## config.mk

```make
export PLATFORM = sky130hd
export DESIGN_NAME = mult_secuencial_param
export DESIGN_NICKNAME = d
export VERILOG_FILES = /design/src/rtl/mult_secuencial_param.sv
export SDC_FILE = /design/constraint.sdc
export NUM_CORES = 1
export LEC_CHECK = 0
export ABC_AREA = 0
export CORE_MARGIN = 2
export CORE_UTILIZATION = 40
export DETAILED_ROUTE_END_ITERATION = 10
export DONT_BUFFER_PORTS = 1
export PLACE_DENSITY_LB_ADDON = 0.3
export SYNTH_ARGS = -nofsm -noshare
export SYNTH_HDL_FRONTEND = slang
export SYNTH_SLANG_ARGS = --single-unit
```

## constraint.sdc

```tcl
create_clock -name Clock -period 2.6 [get_ports Clock]
set_input_delay 0.52 -clock Clock [delete_from_list [all_inputs] [get_ports Clock]]
set_output_delay 0.52 -clock Clock [all_outputs]
set_load 0.05 [all_outputs]
```

## src/rtl/mult_secuencial_param.sv

```systemverilog
// mult_secuencial_param
//   Sequential WIDTH x WIDTH multiplier, one multiplier bit per clock.
//   Unsigned mode uses shift-add; signed mode uses radix-2 Booth recoding.
//   Both modes share one datapath: the multiplicand is extended to 2*WIDTH
//   bits and shifted left each step, while the partial product is
//   accumulated modulo 2^(2*WIDTH). This gives the exact two's-complement
//   product, including (-2^(WIDTH-1))^2, with no final alignment step.
//
// Ports
//   Clock          system clock, rising edge
//   Reset          asynchronous, active-low
//   Start          request, sampled in IDLE or DONE
//   Signed         0 = unsigned, 1 = signed Booth; latched with Start
//   Multiplicando  operand A (WIDTH bits)
//   Multiplicador  operand B (WIDTH bits)
//   Producto       2*WIDTH-bit result, updated only on completion
//   Ready          one-cycle completion pulse (high in DONE)
//   Busy           high while in RUN
//
// Build option
//   MULT_EARLY_TERM_EN : when defined, unsigned operations leave RUN as soon
//   as the remaining multiplier bits are all zero (minimum one RUN cycle).
//
// state | meaning
// ------+----------------------------------------------------------
// IDLE  | waiting for Start
// RUN   | processing one multiplier bit per edge
// DONE  | Producto valid, Ready high; Start here begins the next op

module mult_secuencial_param #(
    parameter int WIDTH = 8
) (
    input  logic               Clock,
    input  logic               Reset,
    input  logic               Start,
    input  logic               Signed,
    input  logic [WIDTH-1:0]   Multiplicando,
    input  logic [WIDTH-1:0]   Multiplicador,
    output logic [2*WIDTH-1:0] Producto,
    output logic               Ready,
    output logic               Busy
);

    localparam int CW = $clog2(WIDTH + 1);

    typedef enum logic [1:0] {IDLE, RUN, DONE} state_t;

    state_t             state, state_nxt;
    logic [CW-1:0]      cnt;
    logic [2*WIDTH-1:0] prod, prod_nxt;
    logic [2*WIDTH-1:0] mcand;
    logic [WIDTH-1:0]   mplier;
    logic               bm1;
    logic               sgn;
    logic               accept;
    logic               last_step;

    // one accumulation step; mplier[0] is the bit being processed and bm1
    // the previously processed bit (Booth pair)
    always_comb begin
        prod_nxt = prod;
        if (sgn) begin
            case ({mplier[0], bm1})
                2'b01:   prod_nxt = prod + mcand;
                2'b10:   prod_nxt = prod - mcand;
                default: prod_nxt = prod;
            endcase
        end else if (mplier[0]) begin
            prod_nxt = prod + mcand;
        end
    end

    always_comb begin
        last_step = (cnt == CW'(WIDTH - 1));
`ifdef MULT_EARLY_TERM_EN
        // mplier[WIDTH-1:1] are the bits still to be processed after this edge
        if (!sgn && (mplier[WIDTH-1:1] == '0))
            last_step = 1'b1;
`endif
    end

    always_ff @(posedge Clock or negedge Reset) begin
        if (!Reset)
            state <= IDLE;
        else
            state <= state_nxt;
    end

    always_comb begin
        state_nxt = state;
        accept    = 1'b0;
        case (state)
            IDLE: begin
                if (Start) begin
                    accept    = 1'b1;
                    state_nxt = RUN;
                end
            end
            RUN: begin
                if (last_step)
                    state_nxt = DONE;
            end
            DONE: begin
                if (Start) begin
                    accept    = 1'b1;
                    state_nxt = RUN;
                end else begin
                    state_nxt = IDLE;
                end
            end
            default: state_nxt = IDLE;
        endcase
    end

    always_ff @(posedge Clock or negedge Reset) begin
        if (!Reset) begin
            prod     <= '0;
            mcand    <= '0;
            mplier   <= '0;
            bm1      <= 1'b0;
            sgn      <= 1'b0;
            cnt      <= '0;
            Producto <= '0;
        end else if (accept) begin
            prod     <= '0;
            mcand    <= Signed ? {{WIDTH{Multiplicando[WIDTH-1]}}, Multiplicando}
                               : {{WIDTH{1'b0}}, Multiplicando};
            mplier   <= Multiplicador;
            bm1      <= 1'b0;
            sgn      <= Signed;
            cnt      <= '0;
        end else if (state == RUN) begin
            prod     <= prod_nxt;
            mcand    <= mcand << 1;
            mplier   <= mplier >> 1;
            bm1      <= mplier[0];
            cnt      <= cnt + CW'(1);
            if (last_step)
                Producto <= prod_nxt;
        end
    end

    assign Ready = (state == DONE);
    assign Busy  = (state == RUN);

endmodule

```

==> flow_summary.json, run 1 <==
{
  "ys_top_cells_by_area": "dfrtp_1, ha_1, nand2_1",
  "synth_top_area_share": 0.327,
  "worstSkewPairLatency_ps": 340,
  "status": "finished with violations",
  "die_h_microns": 115,
  "insertedDiodeCount": 0,
  "yosys.area_share.adder": 0.0951,
  "crit_family": "compound AO/OA/AOI/OAI gates",
  "synth_top_family_by_area": "compound AO/OA/AOI/OAI gates",
  "synth_nets": 634,
  "worst_clock_skew_ps": 8.10,
  "fp.dieW_microns": 115,
  "slowest_stage": "or3_4",
  "cp_max_fo": 3,
  "drive_gt1_frac": 0.310,
  "grt_pass1_wl_mm": 25.0,
  "antenna_found_initial": 0,
  "slowest_delay_ps": 420,
  "tns_ps": -917,
  "ys.warnings.count": 0,
  "io_pins": 38,
  "std_cell_rows": 40,
  "area_delta_synth_final_pct": 31.7,
  "worst-endpoint-arrival_ps": 3000,
  "syn_inst": 578,
  "setup_viol": 11,
  "antenna_left": 0,
  "synth-edff-count": 0,
  "place_congestion": 0.946,
  "drtIter0Drc": 302,
  "drt_first_pass_iters": 5,
  "syn_area_sq_um": 4890,
  "cts_sinks": 64,
  "ys_types": 77,
  "nNetsFinal": 713,
  "synth_async_sr_flop_share": 1.00,
  "timing_worst_setup_path_type": "register to register",
  "report.final.slew_viol_count": 0,
  "cap_violations": 0,
  "coreArea_sq_um": 12000,
  "final.min_clock_period_ps": 2780,
  "cts_tree": "yes",
  "relSlewSlack": 0.561,
  "violations": "negative setup slack",
  "synth_top_area_cell": "dfrtp_1",
  "synth_area_per_cell_sq_um": 8.47,
  "cp-end-kind": "register",
  "dpl.hpwl_mm": 10.8,
  "synthSimpleGateAreaFrac": 0.191,
  "cp.required_ps": 2820,
  "synth.mux.area_fraction": 0.0238,
  "yosys-top-cells-count": "nand2_1, dfrtp_1, nor2_1",
  "wire_per_inst_microns": 19.4,
  "htreeDepth": 3,
  "yosysMostFrequentCell": "nand2_1",
  "clk_pin_slew_ps": 60,
  "post-route-period-util": 1.07,
  "cts-root-buf": "clkbuf_16",
  "drcViolationCount": 0,
  "ctsLongestPathBuffers": 2,
  "grt_usage": 0.246,
  "finalHoldViolCount": 0,
  "crit_path_frequent_cell": "buf_4",
  "postRouteWirelength_mm": 15.7,
  "max_freq_mhz": 360,
  "setup.worst_path.start_class": "register",
  "vias_per_cell": 5.93,
  "gr-total-overflow": 0,
  "ys.flop_type": "dfrtp_1",
  "placement.io_buffers": 0,
  "vias": 4795,
  "synth_compound_area_frac": 0.280,
  "seq_area_frac_synth": 0.327,
  "cp.buffers_inverters": 3,
  "cp_cell_sequence": "buf_4 > buf_4 > inv_4 > ha_4 > fa_2 > nor2b_2 > o2111a_2 > or3_4 > a31oi_4 > a2bb2oi_2 > nor3_1 > o22a_1 > mux2_4",
  "r2r_cells": 13,
  "cts_inserted_buffers": 9,
  "synthXorXnorAreaFrac": 0.0197,
  "grt_pass1_vias": 4838,
  "die_area_sq_um": 13100,
  "fill_cells": 1061,
  "rsz0062_at_grt": "true",
  "ys_seq_elements": 64,
  "initial_core_util": 0.409,
  "setup_slack_ps": -177,
  "worstMarginPinSlew_ps": 658,
  "hp-class": "input port to async pin",
  "grt_max_degree": 65,
  "cp.depth": 13
}
## flip-flops by register name, summed over array words and instances (netlist names)
| register | count |
|---|---|
| prod | 16 |
| mplier | 8 |
| state | 2 |
| bm1 | 1 |
| sgn | 1 |
| cnt | 4 |
| Producto | 16 |
| mcand | 16 |
## cells in the final DEF (no fill, tap or decap), types with 6 or more instances in the layout
| cell | count |
|---|---|
| inv_1 | 32 |
| clkbuf_16 | 9 |
| nor2b_1 | 7 |
| a221o_1 | 10 |
| a22oi_1 | 15 |
| o21ai_0 | 31 |
| o211ai_1 | 9 |
| nand2b_1 | 6 |
| ha_1 | 27 |
| a22o_1 | 10 |
| buf_4 | 103 |
| a211oi_1 | 6 |
| ha_4 | 7 |
| a211oi_2 | 6 |
| xnor2_1 | 8 |
| nor2_1 | 35 |
| a21oi_1 | 22 |
| dfrtp_1 | 62 |
| o21ai_1 | 7 |
| nand3_1 | 22 |
| nor3_1 | 16 |
| nand2_1 | 70 |
## layer usage
layer	vias up	wire length (microns)	GRT usage
met4	0	641	0.107
li1	2271	-	-
met1	2323	6810	0.309
met3	44	829	0.0476
met2	157	7430	0.413
met5	-	0	0
## cells by family after synthesis
logic type / Yosys count
simple gates: 193
compound gates: 187
buf+inv: 77
flops: 64
fa+ha+maj: 36
xor+xnor: 11
mux: 10
## final timing paths
path	start	to	slack [ps]
max	prod[0]	Producto[8]	-180
min	Reset	Producto[4]	50
max reg2reg	prod[0]	Producto[8]	-180
min reg2reg	mplier[3]	mplier[3]	480
max in group asynchronous	Reset	prod[1]	2280
min in group Clock	Signed	sgn	310
## per-stage QoR
stage	utilization	cells	setup slack, ps	hold WS, ps	instance area, sq um
floorplan	-	578	-55.2	224	4910
global placement	0.471	781	-94.1	226	5640
detailed placement	0.471	781	-138	226	5640
CTS	0.518	802	-81.9	63.0	6200
global route	0.539	809	-249	75.5	6450
finish	0.539	809	-177	50.1	6450
## final cells by class
cell class / count / area, sq um / area share
inverters: 39 / 149 / 0.0231
repair buffers: 106 / 823 / 0.128
clock inverters: 7 / 125 / 0.0194
well taps: 147 / 184 / 0.0285
multi-input cells: 437 / 3340 / 0.517
clock buffers: 9 / 225 / 0.0349
flip-flops and latches: 64 / 1600 / 0.249
## what timing repair did
action                                 in CTS  in global routing
setup endpoints to repair                  14                 21
buffers inserted                            4                  7
hold buffers                                1                  0
pin swaps                                  20                 23
gates resized for setup                    29                 48
endpoints found under the hold margin      64                  0
Power of run 1 is left out: the tool's default activity adds up to more than one toggle a clock period on the data nets, which glitch-free logic cannot reach.
==> run 2, diff against run 1 <==
--- a/config.mk
+++ b/config.mk
@@ -6,8 +6,10 @@
 export NUM_CORES = 1
 export LEC_CHECK = 0
 export ABC_AREA = 0
+export CORE_ASPECT_RATIO = 1.1
 export CORE_MARGIN = 2
 export CORE_UTILIZATION = 40
+export CTS_BUF_LIST = sky130_fd_sc_hd__clkbuf_8
 export DETAILED_ROUTE_END_ITERATION = 10
 export DONT_BUFFER_PORTS = 1
 export PLACE_DENSITY_LB_ADDON = 0.3
==> run 2 against run 1 <==
The run still ends with negative setup slack left. Via count rose by 5.1%. Global-route usage rose by 1.2 points. First-iteration DRC count rose by 22%. Utilization rose by 2.0 points. Register-to-register slack barely moved. Count of clock-buffer cells in the layout did not move. Highest routed layer unchanged. Die area barely moved. Non-clock buffer count rose by 18. Wire length rose by 7.2%. Flip-flop and latch count did not move.
==> flow_summary.json, run 2 (synthesized netlist as in run 1, its figures left out) <==
{
  "drtIter0Drc": 367,
  "drive_gt1_frac": 0.368,
  "setup.worst_path.start_class": "register",
  "initial_core_util": 0.409,
  "placed_cells_incl_taps": 794,
  "layoutNonFillerInstCount": 834,
  "worstSkewPairLatency_ps": 380,
  "cp-end-kind": "register",
  "grt_use_met3": 0.0467,
  "antenna_found_initial": 0,
  "nNetsFinal": 731,
  "grt.met2_usage": 0.422,
  "cp.required_ps": 2850,
  "cap_violations": 0,
  "fill_cells": 1074,
  "timing_worst_setup_path_type": "register to register",
  "worstMarginPinSlew_ps": 633,
  "ctsLongestPathBuffers": 2,
  "die_area_sq_um": 13100,
  "vias": 5039,
  "setup_viol": 12,
  "cp_max_fo": 3,
  "area_delta_synth_final_pct": 36.9,
  "rsz0062_at_grt": "true",
  "drt_first_pass_iters": 5,
  "report.final.slew_viol_count": 0,
  "hp-class": "input port to async pin",
  "wire_per_inst_microns": 20.2,
  "dpl.hpwl_mm": 11.4,
  "use_met1": 0.332,
  "grt_pass1_wl_mm": 26.1,
  "grt_usage": 0.259,
  "final.min_clock_period_ps": 2780,
  "place_congestion": 0.938,
  "cts-root-buf": "clkbuf_8",
  "post-route-period-util": 1.07,
  "postRouteWirelength_mm": 16.8,
  "worst_clock_skew_ps": 24.6,
  "placement.io_buffers": 0,
  "relSlewSlack": 0.577,
  "finalHoldViolCount": 0,
  "slowest_delay_ps": 440,
  "insertedDiodeCount": 0,
  "busiest_layer": "met2",
  "fp.dieW_microns": 109,
  "vias_per_cell": 6.04,
  "cts_tree": "yes",
  "coreArea_sq_um": 12000,
  "drcViolationCount": 0,
  "clk_pin_slew_ps": 100,
  "status": "finished with violations",
  "setup_slack_ps": -180,
  "io_pins": 38,
  "violations": "negative setup slack",
  "grt_max_degree": 65,
  "worst-endpoint-arrival_ps": 3030,
  "antenna_left": 0,
  "gr-total-overflow": 0,
  "reg.largest.list": "Producto (16), mcand (16), prod (16)",
  "max_freq_mhz": 360,
  "cts_inserted_buffers": 9,
  "cts_sinks": 64,
  "cp.buffers_inverters": 1,
  "crit_family": "compound AO/OA/AOI/OAI gates",
  "cp_cell_sequence": "ha_4 > fa_2 > nor2b_4 > o211ai_2 > o211ai_1 > a221oi_2 > buf_4 > xnor2_2 > a21oi_2 > o22a_1 > mux2_4",
  "grt_pass1_vias": 5043,
  "die_h_microns": 120,
  "slowest_stage": "dfrtp_1",
  "final_common_cell": "buf_4",
  "mostFrequentLayoutCells": "buf_4, nand2_1, dfrtp_1, nor2_1, inv_1",
  "htreeDepth": 3,
  "std_cell_rows": 42
}
[run 2: cell count changes in the layout (fill, tap and decap cells not counted), moves of 3 or more]
cell | before | now
a21oi_2 | 5 | 8
a21oi_1 | 22 | 16
ha_2 | 0 | 3
clkbuf_8 | 0 | 9
clkbuf_16 | 9 | 0
a21oi_4 | 0 | 3
buf_6 | 2 | 8
ha_1 | 27 | 20
buf_4 | 103 | 114
ha_4 | 7 | 11
[run 2: cell type report]
| type | instances | area, sq um | area share |
|---|---|---|---|
| clock buffer | 9 | 124 | 0.0185 |
| inverter | 39 | 149 | 0.0222 |
| tap | 154 | 193 | 0.0288 |
| clock inverter | 7 | 103 | 0.0153 |
| multi-input combinational | 437 | 3540 | 0.528 |
| sequential | 64 | 1610 | 0.240 |
| timing repair buffer | 124 | 988 | 0.148 |
[run 2: metal layers]
layer	routed length, microns	share of wire
met1	7020	0.42
met2	8150	0.48
met3	1010	0.060
met4	640	0.038
met5	0	0
[run 2: per-stage QoR]
stage | util | hold WS, ps | TNS, ps | setup slack (ps) | area, sq um
after floorplan | - | 224 | -55.2 | -55.2 | 4910
after detailed placement | 0.475 | 226 | -1670 | -181 | 5690
after CTS | 0.517 | 30.3 | -617 | -135 | 6200
after global routing | 0.559 | 24.3 | -2190 | -292 | 6700
after global placement | 0.475 | 226 | -987 | -129 | 5690
final | 0.559 | 4.67 | -886 | -180 | 6700
[run 2: path summary, 6_finish.rpt]
check / end / slack [ps] / from / cells past startpoint
max: Producto[8] / -180 / prod[0] / 11
min: mcand[12] / 5 / Reset / 1
max reg2reg: Producto[8] / -180 / prod[0] / 11
min reg2reg: mplier[4] / 490 / mplier[4] / 2
max in group asynchronous: prod[11] / 2280 / Reset / 1
min in group Clock: mplier[4] / 280 / Multiplicador[4] / 2
[run 2: what timing repair did]
item | CTS | global route
endpoints found under the setup margin | 18 | 22
resized for setup | 42 | 84
pin swaps | 36 | 53
setup buffers | 8 | 21
hold buffers | 1 | 0
hold endpoints to repair | 64 | 0
Power of run 2 is left out for the same reason.
==> run 3, diff against run 2 <==
--- a/config.mk
+++ b/config.mk
@@ -8,7 +8,7 @@
 export ABC_AREA = 0
 export CORE_ASPECT_RATIO = 1.1
 export CORE_MARGIN = 2
-export CORE_UTILIZATION = 40
+export CORE_UTILIZATION = 48
 export CTS_BUF_LIST = sky130_fd_sc_hd__clkbuf_8
 export DETAILED_ROUTE_END_ITERATION = 10
 export DONT_BUFFER_PORTS = 1
==> run 3 against run 2 <==
The run still ends with negative setup slack left. Count of clock-buffer cells in the layout unchanged. Utilization up 9.0 points. First-iteration DRC count up 26%. Clock skew down 11 ps. Via count down 1.3%. Wire length down 4.2%. Final cell count down 5.8%. Global-route usage up 3.6 points. Sequential share of layout area up 1.0 points. Worst hold slack better by 10 ps. Flip-flop and latch count unchanged. Design area down 4.2%. Critical endpoint unchanged. Largest cell class unchanged. Highest routed layer unchanged.
==> flow_summary.json, run 3 (synthesized netlist as in run 1, its figures left out) <==
{
  "wire_per_inst_microns": 20.5,
  "status": "finished with violations",
  "final_common_cell": "buf_4",
  "hp-class": "input port to async pin",
  "vias": 4971,
  "critPathLaunch": "prod[0]",
  "grt_pass1_wl_mm": 25.0,
  "timing_worst_setup_path_type": "register to register",
  "layoutNonFillerInstCount": 786,
  "setup_slack_ps": -126,
  "cts_tree": "yes",
  "r2r_cells": 11,
  "post-route-period-util": 1.05,
  "std_cell_rows": 38,
  "initial_core_util": 0.495,
  "reg.largest.list": "Producto (16), mcand (16), prod (16)",
  "final_util": 0.649,
  "grt_max_degree": 65,
  "whs_ps": 15.0,
  "worstSkewPairLatency_ps": 380,
  "die_h_microns": 110,
  "final.min_clock_period_ps": 2730,
  "vias_per_cell": 6.32,
  "die_area_sq_um": 11000,
  "area_delta_synth_final_pct": 31.1,
  "r2r-start": "prod[0]",
  "fp.dieW_microns": 100,
  "io_pins": 38,
  "setup_viol": 7,
  "rsz0062_at_grt": "true",
  "setup.worst_path.start_class": "register",
  "worst_clock_skew_ps": 13.6,
  "finalHoldViolCount": 0,
  "cts_inserted_buffers": 9,
  "grt_pass1_vias": 4959,
  "antenna_left": 0,
  "report.final.slew_viol_count": 0,
  "nNetsFinal": 717,
  "postRouteWirelength_mm": 16.1,
  "mostFrequentLayoutCells": "buf_4, nand2_1, dfrtp_1, nor2_1",
  "clk_pin_slew_ps": 80,
  "r2r-end": "Producto[8]",
  "antenna_found_initial": 0,
  "relSlewSlack": 0.457,
  "cts_sinks": 64,
  "worst-endpoint-arrival_ps": 2990,
  "gr-total-overflow": 0,
  "dpl.hpwl_mm": 10.9,
  "placement.io_buffers": 0,
  "drive_gt1_frac": 0.332,
  "drt_first_pass_iters": 5,
  "violations": "negative setup slack",
  "drtIter0Drc": 462,
  "insertedDiodeCount": 0,
  "max_freq_mhz": 367,
  "cap_violations": 0,
  "grt_usage": 0.295,
  "coreArea_sq_um": 9890,
  "worstMarginPinSlew_ps": 813,
  "cp.required_ps": 2860,
  "cp-end-kind": "register",
  "cts-root-buf": "clkbuf_8",
  "ctsLongestPathBuffers": 2,
  "drcViolationCount": 0,
  "reg2reg_slack_ps": -130,
  "tns_ps": -321,
  "cp_max_fo": 2,
  "place_congestion": 0.967,
  "htreeDepth": 3,
  "placed_cells_incl_taps": 752
}
[run 3: how the worst max path moves through the flow]
stage / end / slack (ps) / cells past startpoint
after floorplan: Producto[8] / -60 / 10
after CTS: Producto[8] / -100 / 12
after global placement: Producto[15] / -70 / 10
after detailed placement: prod[15] / -100 / 11
after global routing: Producto[8] / -220 / 11
final: Producto[8] / -130 / 11
[run 3: layout make-up]
class,count,area [sq um]
Clock buffer,9,124
Clock inverter,7,103
Fill cell,782,3470
Inverter,39,151
Multi-Input combinational cell,437,3440
Sequential cell,64,1600
Tap cell,120,150
Timing Repair Buffer,110,850
[run 3: stage by stage]
step | setup WS, ps | area [sq um]
after floorplan | -55.2 | 4910
after global placement | -73.1 | 5590
after detailed placement | -103 | 5590
after CTS | -99.8 | 6070
after global routing | -220 | 6420
final | -126 | 6420
[run 3: what timing repair did]
action,4_1_cts,5_1_grt
hold endpoints to repair,64,0
hold buffers,1,0
pin swaps,13,35
setup endpoints to repair,13,22
resized for setup,30,64
setup buffers,8,10
[run 3: per-layer routing]
| metal | share of wire | GRT usage | wire length [microns] |
|---|---|---|---|
| met1 | 0.40 | 0.366 | 6510 |
| met2 | 0.50 | 0.492 | 8030 |
| met3 | 0.058 | 0.0451 | 941 |
| met4 | 0.040 | 0.164 | 648 |
| met5 | 0 | 0 | 0 |
[run 3: worst max-delay path, cell delays in order, from the launching register on]
cell      delay, ps
dfrtp_1         400
ha_2            210
fa_2            350
nor2b_4         140
o211ai_2        160
o211ai_1        170
a221oi_2        370
buf_4           190
xnor2_2         100
a21oi_1          80
o22a_1          180
mux2_4          250
Power of run 3 is left out for the same reason.
